`config.mk`:
```
export PLATFORM = sky130hd
export DESIGN_NAME = logic_gates_bist
export DESIGN_NICKNAME = d
export VERILOG_FILES = /design/src/rtl/logic_gates_bist.sv
export SDC_FILE = /design/constraint.sdc
export NUM_CORES = 1
export LEC_CHECK = 0
export CORE_MARGIN = 4
export CORE_UTILIZATION = 50
export DETAILED_ROUTE_END_ITERATION = 8
export PLACE_DENSITY = 0.78
export SYNTH_ARGS = -nofsm -noshare
export SYNTH_HDL_FRONTEND = slang
export SYNTH_SLANG_ARGS = --single-unit
```
`constraint.sdc`:
```
create_clock -name clk -period 4.1 [get_ports clk]
set_clock_uncertainty 0.1 [all_clocks]
set_input_delay 0.82 -clock clk [delete_from_list [all_inputs] [get_ports clk]]
set_output_delay 0.82 -clock clk [all_outputs]
set_load 0.005 [all_outputs]
```
`src/rtl/logic_gates_bist.sv`:
```
// -----------------------------------------------------------------------------
// logic_gates_bist
//   Built-in self-test engine for the two-input logic-gate block. A run walks
//   {a,b} through 00, 01, 10, 11 (optionally several sweeps), holds each
//   combination for SETTLE_CYCLES cycles, then samples the eight gate responses
//   and compares them with internally generated expected values.
//
// Ports:
//   clk, rst        rising-edge clock, asynchronous active-high reset
//   start           run request, only honoured while idle
//   a, b            stimulus driven into the gate block
//   and_out..xnor_out  gate responses fed back for checking
//   busy            high while a run is in progress
//   done            one-cycle pulse at the end of a run
//   pass            last run had no mismatch; held until the next accepted start
//   fail_vec[3:0]   bit i set if combination {a,b}=i mismatched in any sweep
//   err_mask[7:0]   sticky OR of mismatching outputs
//                   ([7]and [6]or [5]not_a [4]not_b [3]nand [2]nor [1]xor [0]xnor)
//   err_count[3:0]  mismatching samples (per vector), saturating at 15
// -----------------------------------------------------------------------------
module logic_gates_bist #(
   parameter int SETTLE_CYCLES = 2,
   parameter int PASSES        = 1
) (
   input  logic       clk,
   input  logic       rst,
   input  logic       start,
   output logic       a,
   output logic       b,
   input  logic       and_out,
   input  logic       or_out,
   input  logic       not_out_a,
   input  logic       not_out_b,
   input  logic       nand_out,
   input  logic       nor_out,
   input  logic       xor_out,
   input  logic       xnor_out,
   output logic       busy,
   output logic       done,
   output logic       pass,
   output logic [3:0] fail_vec,
   output logic [7:0] err_mask,
   output logic [3:0] err_count
);

   typedef enum logic [1:0] {
      ST_IDLE   = 2'd0,
      ST_SETTLE = 2'd1,
      ST_CHECK  = 2'd2,
      ST_FINISH = 2'd3
   } state_t;

   localparam logic [3:0] SETTLE_LAST = 4'(SETTLE_CYCLES - 1);
   localparam logic [3:0] PASS_LAST   = 4'(PASSES - 1);

   // Golden gate responses, packed in err_mask bit order.
   function automatic logic [7:0] expected_gates(input logic a_v, input logic b_v);
      return {a_v & b_v, a_v | b_v, ~a_v, ~b_v,
              ~(a_v & b_v), ~(a_v | b_v), a_v ^ b_v, ~(a_v ^ b_v)};
   endfunction

   state_t     state_r,      state_s;
   logic [1:0] idx_r,        idx_s;
   logic [3:0] pass_cnt_r,   pass_cnt_s;
   logic [3:0] settle_cnt_r, settle_cnt_s;
   logic       a_r,          a_s;
   logic       b_r,          b_s;
   logic       busy_r,       busy_s;
   logic       done_r,       done_s;
   logic       pass_r,       pass_s;
   logic [3:0] fail_vec_r,   fail_vec_s;
   logic [7:0] err_mask_r,   err_mask_s;
   logic [3:0] err_count_r,  err_count_s;

   logic [7:0] sample_s;
   logic [7:0] diff_s;
   logic [1:0] idx_inc_s;

   assign sample_s  = {and_out, or_out, not_out_a, not_out_b,
                       nand_out, nor_out, xor_out, xnor_out};
   assign diff_s    = sample_s ^ expected_gates(a_r, b_r);
   assign idx_inc_s = idx_r + 2'd1;

   // State and result registers; every output comes straight from a flop.
   always_ff @(posedge clk or posedge rst) begin
      if (rst) begin
         state_r      <= ST_IDLE;
         idx_r        <= 2'd0;
         pass_cnt_r   <= 4'd0;
         settle_cnt_r <= 4'd0;
         a_r          <= 1'b0;
         b_r          <= 1'b0;
         busy_r       <= 1'b0;
         done_r       <= 1'b0;
         pass_r       <= 1'b0;
         fail_vec_r   <= 4'd0;
         err_mask_r   <= 8'd0;
         err_count_r  <= 4'd0;
      end else begin
         state_r      <= state_s;
         idx_r        <= idx_s;
         pass_cnt_r   <= pass_cnt_s;
         settle_cnt_r <= settle_cnt_s;
         a_r          <= a_s;
         b_r          <= b_s;
         busy_r       <= busy_s;
         done_r       <= done_s;
         pass_r       <= pass_s;
         fail_vec_r   <= fail_vec_s;
         err_mask_r   <= err_mask_s;
         err_count_r  <= err_count_s;
      end
   end

   // Next-state and next-output logic; everything holds unless a state changes it.
   always_comb begin
      state_s      = state_r;
      idx_s        = idx_r;
      pass_cnt_s   = pass_cnt_r;
      settle_cnt_s = settle_cnt_r;
      a_s          = a_r;
      b_s          = b_r;
      busy_s       = busy_r;
      done_s       = 1'b0;
      pass_s       = pass_r;
      fail_vec_s   = fail_vec_r;
      err_mask_s   = err_mask_r;
      err_count_s  = err_count_r;

      case (state_r)
         ST_IDLE: begin
            if (start) begin
               idx_s        = 2'd0;
               pass_cnt_s   = 4'd0;
               settle_cnt_s = 4'd0;
               a_s          = 1'b0;
               b_s          = 1'b0;
               busy_s       = 1'b1;
               pass_s       = 1'b0;
               fail_vec_s   = 4'd0;
               err_mask_s   = 8'd0;
               err_count_s  = 4'd0;
               state_s      = ST_SETTLE;
            end else begin
               state_s = ST_IDLE;
            end
         end

         ST_SETTLE: begin
            settle_cnt_s = settle_cnt_r + 4'd1;
            if (settle_cnt_r == SETTLE_LAST) begin
               state_s = ST_CHECK;
            end else begin
               state_s = ST_SETTLE;
            end
         end

         ST_CHECK: begin
            // Record this vector's mismatches, counting the vector once.
            if (diff_s != 8'd0) begin
               err_mask_s        = err_mask_r | diff_s;
               fail_vec_s[idx_r] = 1'b1;
               if (err_count_r != 4'd15) begin
                  err_count_s = err_count_r + 4'd1;
               end else begin
                  err_count_s = err_count_r;
               end
            end else begin
               err_mask_s = err_mask_r;
            end

            if (idx_r != 2'd3) begin
               idx_s        = idx_inc_s;
               a_s          = idx_inc_s[1];
               b_s          = idx_inc_s[0];
               settle_cnt_s = 4'd0;
               state_s      = ST_SETTLE;
            end else if (pass_cnt_r < PASS_LAST) begin
               idx_s        = 2'd0;
               a_s          = 1'b0;
               b_s          = 1'b0;
               pass_cnt_s   = pass_cnt_r + 4'd1;
               settle_cnt_s = 4'd0;
               state_s      = ST_SETTLE;
            end else begin
               state_s = ST_FINISH;
            end
         end

         ST_FINISH: begin
            // err_count already includes the final vector's result here.
            busy_s  = 1'b0;
            done_s  = 1'b1;
            pass_s  = (err_count_r == 4'd0);
            a_s     = 1'b0;
            b_s     = 1'b0;
            state_s = ST_IDLE;
         end

         default: begin
            state_s = ST_IDLE;
            busy_s  = 1'b0;
            a_s     = 1'b0;
            b_s     = 1'b0;
         end
      endcase
   end

   assign a         = a_r;
   assign b         = b_r;
   assign busy      = busy_r;
   assign done      = done_r;
   assign pass      = pass_r;
   assign fail_vec  = fail_vec_r;
   assign err_mask  = err_mask_r;
   assign err_count = err_count_r;

endmodule

```
Word level (Yosys, flattened, before mapping)
Index checks and enable logic that the tools add are counted.
W data, S select, Z words.
{"block": "word_totals", "word_cells": 93, "regBits": 33}
{"block": "op_classes", "n_reduce_logical": 15, "bitwise_logic": 11, "eq_ne": 12, "n_lt_le_gt_ge": 3, "addsub": 4, "mux": 36}
{"cell": "$mux W4", "n": 8}
{"cell": "$pmux W4 S2", "n": 3}
{"cell": "$mux W8", "n": 2}
{"cell": "$pmux W8 S2", "n": 1}
{"cell": "$add A4 B1 Y4 const B", "n": 3}
{"cell": "$mux W2", "n": 6}
{"cell": "$ne A2 B2 Y1 const B", "n": 6}
{"cell": "$pmux W4 S3", "n": 1}
{"cell": "$reduce_and A3 Y1", "n": 4}
{"cell": "$mux W1", "n": 8}
{"cell": "$or A8 B8 Y8", "n": 1}
{"cell": "$pmux W2 S4", "n": 1}
{"cell": "$reduce_and A4 Y1", "n": 2}
{"cell": "$reduce_bool A8 Y1", "n": 1}
{"cell": "$xor A8 B8 Y8", "n": 1}
{"cell": "$pmux W1 S3", "n": 2}
{"cell": "$reduce_bool A3 Y1", "n": 2}
{"cell": "$not A1 Y1", "n": 5}
{"cell": "$eq A2 B2 Y1 const B", "n": 2}
{"cell": "$eq A4 B1 Y1 const B", "n": 1}
{"cell": "$logic_not A4 Y1", "n": 1}
{"cell": "$lt A4 B1 Y1 const B", "n": 1}
{"cell": "$ne A4 B4 Y1 const B", "n": 1}
{"cell": "$or A4 B4 Y4", "n": 1}
{"cell": "15 further kinds", "n": 17}

Longest topological paths before layout
{"block": "depth", "depth_word": 7, "ltp_mapped": 8, "ltp_nobuf": 7}

Least setup slack after synthesis
Ideal clock, no wire load.
{"block": "synth_timing", "kind": "input port to flip-flop", "start": "in or_out", "end": "reg err_count_r[0] (netlist: err_count[0])", "setup_slack_ns": 2.041, "arrival_ns": 1.835, "n_path_buf": 1, "cell_stages": 5, "path_cell_list": "xor2_1 > nand4_1 > or3_4 > buf_6 > a211o_1"}
{"block": "synth_via", "elab_chain_cells": 4}
{"item": "from (decl)", "line": "31", "rtl": "input logic or_out,"}
{"item": "$xor A8 B8 Y8", "line": "81", "rtl": "assign diff_s = sample_s ^ expected_gates(a_r, b_r);"}
{"item": "$reduce_bool A8 Y1", "line": "160", "rtl": "if (diff_s != 8'd0) begin"}
{"item": "$ne A2 B2 Y1 (no source line)"}
{"item": "$reduce_and A4 Y1 (no source line)"}
{"item": "to (signal assigned)", "line": "111", "rtl": "err_count_r <= err_count_s;"}
{"item": "to (decl)", "line": "73", "rtl": "logic [3:0] err_count_r, err_count_s;"}
Every way passes these cells.
A chain may end at the register's enable or synchronous reset.

Final worst setup path
{"block": "layout_timing", "start": "reg state_r[1]", "end": "reg err_count_r[2] (netlist: err_count[2])"}
{"block": "layout_via", "elab_chain_cells": 3, "word_cells_on_any_way": 8, "cone_classes": "eq/ne: 4; mux: 1; reduce/logical: 3"}
{"item": "from (decl)", "line": "62", "rtl": "state_t state_r, state_s;"}
{"item": "from (signal assigned)", "line": "100", "rtl": "state_r <= state_s;"}
{"item": "$eq A2 B2 Y1 / $logic_not A2 Y1 (equally long branches)", "line": "130", "rtl": "case (state_r)"}
{"item": "$ne A2 B2 Y1 (no source line) / $reduce_bool A2 Y1 (equally long branches)"}
{"item": "$reduce_and A4 Y1 (no source line)"}
Parallel ways exist; a longest one is shown, timed or not.

==> impl_results.html <==
<table>
<tr><th>Metric</th><th>Value</th></tr>
<tr><th colspan="2">Power</th></tr>
<tr><td>Clock Power Share</td><td>0.141</td></tr>
<tr><td>Design internal power</td><td>753 uW</td></tr>
<tr><td>LEAKAGE</td><td>0.917 nW</td></tr>
<tr><td>Pwr per Cell Area</td><td>636 mW/mm^2</td></tr>
<tr><td>Proportion of power drawn by combinational gates</td><td>0.439</td></tr>
<tr><td>Switching part of the total power</td><td>0.402</td></tr>
<tr><td>Net switching power</td><td>506 uW</td></tr>
<tr><td>Largest vdd supply drop</td><td>0.000307 V</td></tr>
<tr><td>Overall power of the completed layout</td><td>1.26 mW</td></tr>
<tr><td>Sequential group share of total power</td><td>0.420</td></tr>
<tr><th colspan="2">Global routing</th></tr>
<tr><td>Largest net degree at the start of global routing</td><td>30</td></tr>
<tr><td>Number of antenna violations at the first check in global routing</td><td>0</td></tr>
<tr><td>Aggregate global-route resource usage</td><td>0.192</td></tr>
<tr><td>Global-route wire length before repair</td><td>6.23 mm</td></tr>
<tr><td>Overflow left after global routing</td><td>0</td></tr>
<tr><td>Number of global-route vias before repair</td><td>1436</td></tr>
<tr><th colspan="2">Logic synthesis</th></tr>
<tr><td>Proportion of synthesized flip-flops having asynchronous set or reset</td><td>1.00</td></tr>
<tr><td>Leading area contributor after synthesis</td><td>sky130_fd_sc_hd__dfrtp_1</td></tr>
<tr><td>Library cell with the highest instance count after synthesis</td><td>sky130_fd_sc_hd__dfrtp_1</td></tr>
<tr><td>Number of enable flip-flop cells after synthesis</td><td>0</td></tr>
<tr><td>Synth Net Count</td><td>197</td></tr>
<tr><td>Area of the mapped netlist</td><td>0.00161 sq mm</td></tr>
<tr><td>Area share of the largest cell type after synthesis</td><td>0.452</td></tr>
<tr><td>Mapped Avg Cell Area</td><td>9.12 sq um</td></tr>
<tr><td>Distinct cell type count after synthesis</td><td>35</td></tr>
<tr><td>Fraction of the yosys area taken by sequential cells</td><td>0.452</td></tr>
<tr><td>Post-Syn Instances</td><td>176</td></tr>
<tr><td>Largest cells by area after synthesis</td><td>sky130_fd_sc_hd__dfrtp_1 (45%), sky130_fd_sc_hd__ha_1 (7.8%), sky130_fd_sc_hd__nand2_1 (6.5%), sky130_fd_sc_hd__o21ai_0 (6.2%), sky130_fd_sc_hd__nor2_1 (2.8%)</td></tr>
<tr><td>Yosys reg bits</td><td>29</td></tr>
<tr><td>Most numerous cell types in the synthesized netlist</td><td>sky130_fd_sc_hd__dfrtp_1 (29), sky130_fd_sc_hd__nand2_1 (28), sky130_fd_sc_hd__o21ai_0 (20), sky130_fd_sc_hd__nor2_1 (12), sky130_fd_sc_hd__inv_1 (11)</td></tr>
<tr><td>Yosys Warn Count</td><td>0</td></tr>
<tr><td>Dominant register cell in the synthesized netlist</td><td>sky130_fd_sc_hd__dfrtp_1</td></tr>
<tr><th colspan="2">Detailed routing</th></tr>
<tr><td>Aggregate routed wire length</td><td>3.56 mm</td></tr>
<tr><td>First-pass detailed-route iteration total</td><td>4</td></tr>
<tr><td>Average detailed-routed wire length per instance</td><td>14.2 um</td></tr>
<tr><td>Number of DRC violations after detailed-routing iteration 0</td><td>69</td></tr>
<tr><td>Via density per instance</td><td>5.49</td></tr>
<tr><td>DRC violation count after routing</td><td>0</td></tr>
<tr><td>Post-route antenna net violation count</td><td>0</td></tr>
<tr><td>Total number of vias</td><td>1372</td></tr>
<tr><th colspan="2">Setup path</th></tr>
<tr><td>CP Class</td><td>reg -&gt; reg</td></tr>
<tr><td>CP delay by family, top</td><td>simple AND/OR/NAND/NOR gates</td></tr>
<tr><td>Data required time of the critical path</td><td>4.22 ns</td></tr>
<tr><td>Nature of the critical path endpoint</td><td>flop</td></tr>
<tr><td>Arrival time at the worst endpoint</td><td>2.44 ns</td></tr>
<tr><td>Crit-path max cell delay</td><td>0.77 ns</td></tr>
<tr><td>Kind of start point of the critical path</td><td>flop</td></tr>
<tr><td>Crit path buffers/inverters</td><td>0</td></tr>
<tr><td>CP Cell Sequence</td><td>and2b_1 &gt; nand4_1 &gt; or3_4 &gt; a31oi_1 &gt; o21ai_1</td></tr>
<tr><td>Slowest cell on the critical path</td><td>sky130_fd_sc_hd__dfrtp_1</td></tr>
<tr><td>Worst Path Max Fanout</td><td>22</td></tr>
<tr><th colspan="2">STA</th></tr>
<tr><td>RSZ-0062 raised after global routing</td><td>no</td></tr>
<tr><td>Final setup violation count</td><td>0</td></tr>
<tr><td>Worst slew slack as a fraction of its limit</td><td>0.271</td></tr>
<tr><td>Number of hold violations in the final report</td><td>0</td></tr>
<tr><td>Sum of negative setup slack</td><td>0 ns</td></tr>
<tr><td>Number of max-slew violations in the final report</td><td>0</td></tr>
<tr><td>Measured slew at the worst slew-check pin</td><td>1.09 ns</td></tr>
<tr><td>Fin crit share</td><td>0.565</td></tr>
<tr><td>Fmax</td><td>0.431 GHz</td></tr>
<tr><td>Min cycle time layout</td><td>2.32 ns</td></tr>
<tr><th colspan="2">Clocking</th></tr>
<tr><td>Post-cts hold buffer count</td><td>0</td></tr>
<tr><td>CTS H-tree lvls</td><td>2</td></tr>
<tr><td>Post-CTS Resized</td><td>0</td></tr>
<tr><td>Clock Root Buffer</td><td>sky130_fd_sc_hd__clkbuf_4</td></tr>
<tr><td>Postcts setup bufs</td><td>0</td></tr>
<tr><td>Clock Sinks</td><td>29</td></tr>
<tr><td>Clock tree from TritonCTS</td><td>done</td></tr>
<tr><td>Post-CTS clock slew at the launch and capture registers of the worst setup and hold paths</td><td>0.09 ns</td></tr>
<tr><td>Source-to-sink clock delay at the later pin of the worst-skew pair</td><td>0.33 ns</td></tr>
<tr><td>Clock buffers created by TritonCTS</td><td>5</td></tr>
<tr><td>Buffers from clock root to sink, at most</td><td>2</td></tr>
<tr><th colspan="2">Layout</th></tr>
<tr><td>Core occupancy in the finished layout</td><td>0.648</td></tr>
<tr><td>Share of cells above drive strength 1</td><td>0.0437</td></tr>
<tr><td>Antenna cells</td><td>0</td></tr>
<tr><td>Layout-stage area growth over the synthesis result</td><td>23.3%</td></tr>
<tr><td>Post-route cell area</td><td>0.00198 sq mm</td></tr>
<tr><td>Number of nets in the layout</td><td>227</td></tr>
<tr><th colspan="2">Worst hold path</th></tr>
<tr><td>Type of the most critical hold path</td><td>reg -&gt; reg</td></tr>
<tr><th colspan="2">Job</th></tr>
<tr><td>Max-cap violations</td><td>0</td></tr>
<tr><th colspan="2">Place</th></tr>
<tr><td>Buffers added on ports</td><td>31</td></tr>
<tr><td>Weighted congestion reported at the end of routability-driven placement</td><td>0.745</td></tr>
<tr><td>Total half-perimeter wirelength after legalization and detailed placement</td><td>2.52 mm</td></tr>
<tr><td>Placed Area</td><td>0.00192 sq mm</td></tr>
<tr><th colspan="2">Die</th></tr>
<tr><td>Number of placed I/O pins</td><td>32</td></tr>
<tr><td>Height of the chip</td><td>64.7 um</td></tr>
<tr><td>Total die area</td><td>0.00418 sq mm</td></tr>
<tr><td>Placement Rows</td><td>20</td></tr>
<tr><td>Core footprint</td><td>0.00305 sq mm</td></tr>
<tr><td>Chip width</td><td>64.7 um</td></tr>
<tr><td>Initial Util</td><td>0.526</td></tr>
<tr><th colspan="2">Outcome</th></tr>
<tr><td>Status</td><td>finished, final reports clean</td></tr>
</table>
[worst reg2reg max path, cell delays in order (launching register included)]
cell and delay, ns:
sky130_fd_sc_hd__dfrtp_1 0.77, sky130_fd_sc_hd__and2b_1 0.44, sky130_fd_sc_hd__nand4_1 0.14, sky130_fd_sc_hd__or3_4 0.46, sky130_fd_sc_hd__a31oi_1 0.21, sky130_fd_sc_hd__o21ai_1 0.09
[through the flow]
stage	hold WS, ns	worst slack [ns]	std cells
global placement	0.373	1.58	243
finish	0.406	1.78	250
detailed placement	0.380	1.50	243
global route	0.438	1.68	250
floorplan	0.380	2.04	176
CTS	0.406	1.81	250
[routing by layer]
layer / track usage / part of all wire
met1: 0.234 / 0.44
met2: 0.316 / 0.48
met3: 0.0485 / 0.073
met4: 0.0923 / 0.010
met5: 0 / 0
[layout make-up]
cell class	instances	area, sq um
fill	268	1070
multi-input combinational	128	792
sequential	29	726
timing repair buffer	31	310
clock buffer	7	55.1
tap	44	55.1
inverter	11	41.3
[final timing paths]
check,endpoint,slack (ns),cells past startpoint,start
min in group asynchronous,state_r[0],0.96,2,rst
hold / removal,err_mask[5],0.41,2,err_mask[5]
max in group asynchronous,busy,2.29,2,rst
setup reg to reg,err_count[2],1.78,5,state_r[1]
setup / recovery,err_count[2],1.78,5,state_r[1]
hold reg to reg,err_mask[5],0.41,2,err_mask[5]
[sequential cells by signal, summed over array words and instances, names as in the netlist]
signal / count
a: 1
b: 1
busy: 1
done: 1
err_count: 4
err_mask: 8
fail_vec: 4
idx_r: 2
pass: 1
settle_cnt_r: 4
state_r: 2
[placed cells by master, fill, tap and decap left out, drive strengths merged, types with 2 or more instances in the layout]
cell and n:
a21boi 2, a21oi 7, a22o 3, a31oi 3, a32o 3, and2 2, clkbuf 7, clkdlybuf4s50 31
dfrtp 29, ha 10, inv 11, nand2 28, nand2b 5, nand3 4, nand4 2, nor2 12
nor2b 2, nor3 3, o21ai 21, xnor2 5, xor2 4
[power by group through the flow]
stage | sequential (mW) | combinational, mW | clock [mW]
after floorplan | 0.466 | 0.396 | 0
after global placement | 0.519 | 0.534 | 0
after detailed placement | 0.530 | 0.556 | 0
after CTS | 0.525 | 0.560 | 0.181
after global routing | 0.546 | 0.630 | 0.196
final | 0.529 | 0.553 | 0.178
[cell families (layout without fill, tap and decap cells)]
family          Yosys count  after routing  share of synthesized area
simple gates             63             63                      0.185
buf+inv                  19             49                     0.0546
mux                       1              1                    0.00624
fa+ha+maj                10             10                     0.0779
flops                    29             29                      0.452
xor+xnor                  9              9                     0.0491
compound gates           45             45                      0.175
Power figures use the tool's default switching activity.
